File: config.mk
export PLATFORM = sky130hd
export DESIGN_NAME = ariane_irq_conditioner
export DESIGN_NICKNAME = d
export VERILOG_FILES = /design/src/rtl/ariane_irq_conditioner.sv
export SDC_FILE = /design/constraint.sdc
export NUM_CORES = 1
export LEC_CHECK = 0
export BUFFER_PORTS_ARGS = -buffer_cell sky130_fd_sc_hd__buf_2
export CORE_AREA = 2 2 39 41
export CTS_BUF_LIST = sky130_fd_sc_hd__clkbuf_4
export DETAILED_ROUTE_END_ITERATION = 8
export DIE_AREA = 0 0 41 43
export MAX_ROUTING_LAYER = met4
export SLEW_MARGIN = 30
export SYNTH_ARGS = -nofsm -noshare
export SYNTH_HDL_FRONTEND = slang
export SYNTH_SLANG_ARGS = --single-unit
File: constraint.sdc
create_clock -name aclk -period 1.1 [get_ports aclk]
set_clock_uncertainty 0.2 [all_clocks]
set_input_delay 0.165 -clock aclk [delete_from_list [all_inputs] [get_ports aclk]]
set_output_delay 0.165 -clock aclk [all_outputs]
set_load 0.005 [all_outputs]
File: src/rtl/ariane_irq_conditioner.sv
// Conditions raw fabric interrupt lines for the PLIC: synchronise each source, then pass it
// through as a level or catch rising edges in a held, explicitly-cleared sticky latch.
module ariane_irq_conditioner #(
    parameter int unsigned          NUM_IRQ     = 3,
    parameter int unsigned          SYNC_STAGES = 2,
    parameter int unsigned          HOLD_CYCLES = 16,
    parameter logic [NUM_IRQ-1:0]   EDGE_MASK   = '0
) (
    input  logic               aclk,
    input  logic               areset,
    input  logic [NUM_IRQ-1:0] irq_raw_i,
    input  logic [NUM_IRQ-1:0] irq_en_i,
    input  logic [NUM_IRQ-1:0] irq_clr_i,
    output logic [NUM_IRQ-1:0] irqs_out,
    output logic [NUM_IRQ-1:0] irq_overrun_o
);

    localparam int unsigned CNT_W = $clog2(HOLD_CYCLES) + 1;

    for (genvar i = 0; i < NUM_IRQ; i++) begin : g_src
        localparam logic EDGE = EDGE_MASK[i];

        logic [SYNC_STAGES-1:0] sync_q;
        logic                   prev_q;
        logic                   latch_q;
        logic [CNT_W-1:0]       cnt_q;
        logic                   clr_pend_q;
        logic                   ovr_q;
        logic                   out_q;

        logic                   s;
        logic                   rise;
        logic                   latch_d;
        logic [CNT_W-1:0]       cnt_d;
        logic                   clr_pend_d;
        logic                   ovr_d;
        logic                   out_d;

        assign s    = sync_q[SYNC_STAGES-1];
        // Level-mode sources never see a rise, so their latch state stays at reset values.
        assign rise = EDGE & s & ~prev_q;

        // Next-state: a rise beats any clear; clears during the hold window are deferred.
        always_comb begin
            latch_d    = latch_q;
            cnt_d      = cnt_q;
            clr_pend_d = clr_pend_q;
            ovr_d      = ovr_q;
            if (rise) begin
                latch_d    = 1'b1;
                cnt_d      = CNT_W'(HOLD_CYCLES - 1);
                clr_pend_d = 1'b0;
                if (latch_q) begin
                    ovr_d = 1'b1;
                end
            end else begin
                if (latch_q && (irq_clr_i[i] || clr_pend_q) && (cnt_q == '0)) begin
                    latch_d    = 1'b0;
                    ovr_d      = 1'b0;
                    clr_pend_d = 1'b0;
                end else if (latch_q && irq_clr_i[i] && (cnt_q != '0)) begin
                    clr_pend_d = 1'b1;
                end
                if (cnt_q != '0) begin
                    cnt_d = cnt_q - CNT_W'(1);
                end
            end
            out_d = (EDGE ? latch_d : s) & irq_en_i[i];
        end

        always_ff @(posedge aclk) begin
            if (areset) begin
                sync_q     <= '0;
                prev_q     <= 1'b0;
                latch_q    <= 1'b0;
                cnt_q      <= '0;
                clr_pend_q <= 1'b0;
                ovr_q      <= 1'b0;
                out_q      <= 1'b0;
            end else begin
                sync_q     <= {sync_q[SYNC_STAGES-2:0], irq_raw_i[i]};
                prev_q     <= s;
                latch_q    <= latch_d;
                cnt_q      <= cnt_d;
                clr_pend_q <= clr_pend_d;
                ovr_q      <= ovr_d;
                out_q      <= out_d;
            end
        end

        assign irqs_out[i]      = out_q;
        assign irq_overrun_o[i] = ovr_q;
    end

endmodule

==> impl_metrics.tcl <==
set metrics [dict create \
    status "completed" \
    antenna_left 0 \
    cts_tree "yes" \
    hold_class "input pin to register" \
    cts_setup_buffers 0 \
    arrival_ns 1.00 \
    grt_pass1_wl_um 462 \
    met2_length_um 130 \
    coreArea_um2 1380 \
    routed.top_layer "met4" \
    cts-buffers-inserted 3 \
    synthSimpleGateAreaFrac 0.265 \
    port_buffers 10 \
    synth_compound_area_frac 0 \
    maxCapViolations 0 \
    worstPathMaxFanout 1 \
    holdWs_ns 0.0708 \
    clockBufferDepth 2 \
    synth_top_family_by_area "simple AND/OR/NAND/NOR gates" \
    drc 0 \
    dp_slack_ns 0.243 \
    cp_data_required_time_ns 1.05 \
    cp_num_buf_inv 2 \
    syn_inst 25 \
    worst_setup_path_start_kind "input pin" \
    synth_area_leaders "dfxtp_1 58%, and2b_2 17%, buf_4 14%, and3b_2 9.6%, conb_1 1.2%" \
    cp_slowest_stage_delay_ns 0.53 \
    yosys.area_share.xor_xnor 0 \
    grt_max_degree 10 \
    syn_area_um2 312 \
    clk_latency_ns 0.26 \
    grt_pass1_vias 116 \
    rsz0062_at_grt "false" \
    drt_wl_total_um 354 \
    antenna_found_initial 0 \
    placed_area_um2 344 \
    fmax_mhz 960 \
    dp_cells 47 \
    fp-row-count 14 \
    powerDensity_nw_per_um2 1520 \
    setup_viol 0 \
    die_w_um 41 \
    place.gp.congestion 0.555 \
    start_util 0.225 \
    p_total_mw 0.658 \
    drtIter0Drc 1 \
    seq_area_frac_synth 0.578 \
    p_leak_nw 0.223 \
    synth.area.mux_share 0 \
    yosysWarnings 0 \
    yosysTopAreaCellShare 0.578 \
    pin_count 17 \
    final_cell_mix "10 x buf_2, 9 x dfxtp_1, 6 x and2b_2, 6 x dlygate4sd3_1, 4 x clkbuf_4" \
    rrSetupSlack_ns 0.32 \
    critical_path_class "input pin to register" \
    end_kind "register" \
    wire_per_inst_um 6.21 \
    finalCritPeriodShare 0.947 \
    grt_usage 0.0527 \
    layout-drive-gt1-share 0.561 \
    slew_viol_final 0 \
    ys_ff_latch 9 \
    synth_cell_type_count 5 \
    wl_met1_um 140 \
    post-route-min-period_ns 1.04 \
    holdBufCountCts 6 \
    routed-via-count 192 \
    cts_resized 0 \
    timing.final.ws_setup_ns 0.0587 \
    final_common_cell "buf_2" \
    clock_sinks 9 \
    cts-root-buf "clkbuf_4" \
    wl_met3_um 68 \
    vdd_drop_max_uv 649 \
    htreeDepth 1 \
    cts.clk_slew.worst_paths_ns 0.06 \
    die_area_um2 1760 \
    syn_avg_cell_area_um2 12.5 \
    tns_ns 0 \
    n_antenna_cell 0 \
    syn2layout_area_growth_pct 39.4 \
    synth_top_area_cell "dfxtp_1" \
    hold_viol 0 \
    drt_first_pass_iters 2 \
    final_cell_count_no_fill 57 \
    utilization 0.314 \
    via_per_inst 3.37 \
    layout.nets 53 \
    fill_cells 139 \
    final_area_um2 434 \
    cp_top_family "buffers and inverters" \
    slowest_stage "dlygate4sd3_1" \
    die_h_um 43 \
    grt_overflow 0 \
    synth_fa_ha_area_frac 0 \
    crit_path_cell_trace "dlygate4sd3_1, buf_2, and3b_2" \
]
## worst paths after layout
check | startpoint | to | depth (start not counted)
setup / recovery | irq_en_i[0] | g_src[0].out_q | 3
hold / removal | areset | g_src[1].sync_q[1] | 2
setup reg to reg | g_src[1].sync_q[1] | g_src[1].out_q | 1
hold reg to reg | g_src[1].sync_q[0] | g_src[1].sync_q[1] | 1
## cells by family (layout without fill, tap and decap cells)
logic type / after synthesis / in the layout
flip-flops: 9 / 9
AND/OR/NAND/NOR: 9 / 9
buffers and inverters: 6 / 20
other: 1 / 3
## flip-flops by register name, summed over array words and instances (netlist names)
signal        count
g_src.sync_q      6
g_src.out_q       3
## cell type report
cell class,count,area [µm²],area share
Sequential cell,9,180,0.415
Timing Repair Buffer,16,110,0.254
Multi-Input combinational cell,12,93.8,0.216
Clock buffer,4,30.0,0.0692
Tap cell,16,20.0,0.0461
## power by group
part	leakage (nW)	switching [mW]	internal [mW]
combinational	0.131	0.0124	0.0344
clock	0.0184	0.107	0.164
sequential	0.0739	0.00189	0.338
total	0.223	0.122	0.536
## metal layers
layer  vias up  global-route usage
met5         -                   -
met4         0              0.0600
met3         4              0.0785
met2        16              0.0469
met1        73              0.0391
li1         99                   -
## synth_stat cells
cell type,n
and3b_2,3
dfxtp_1,9
conb_1,1
buf_4,6
and2b_2,6
(Power assumes the default switching activity.)
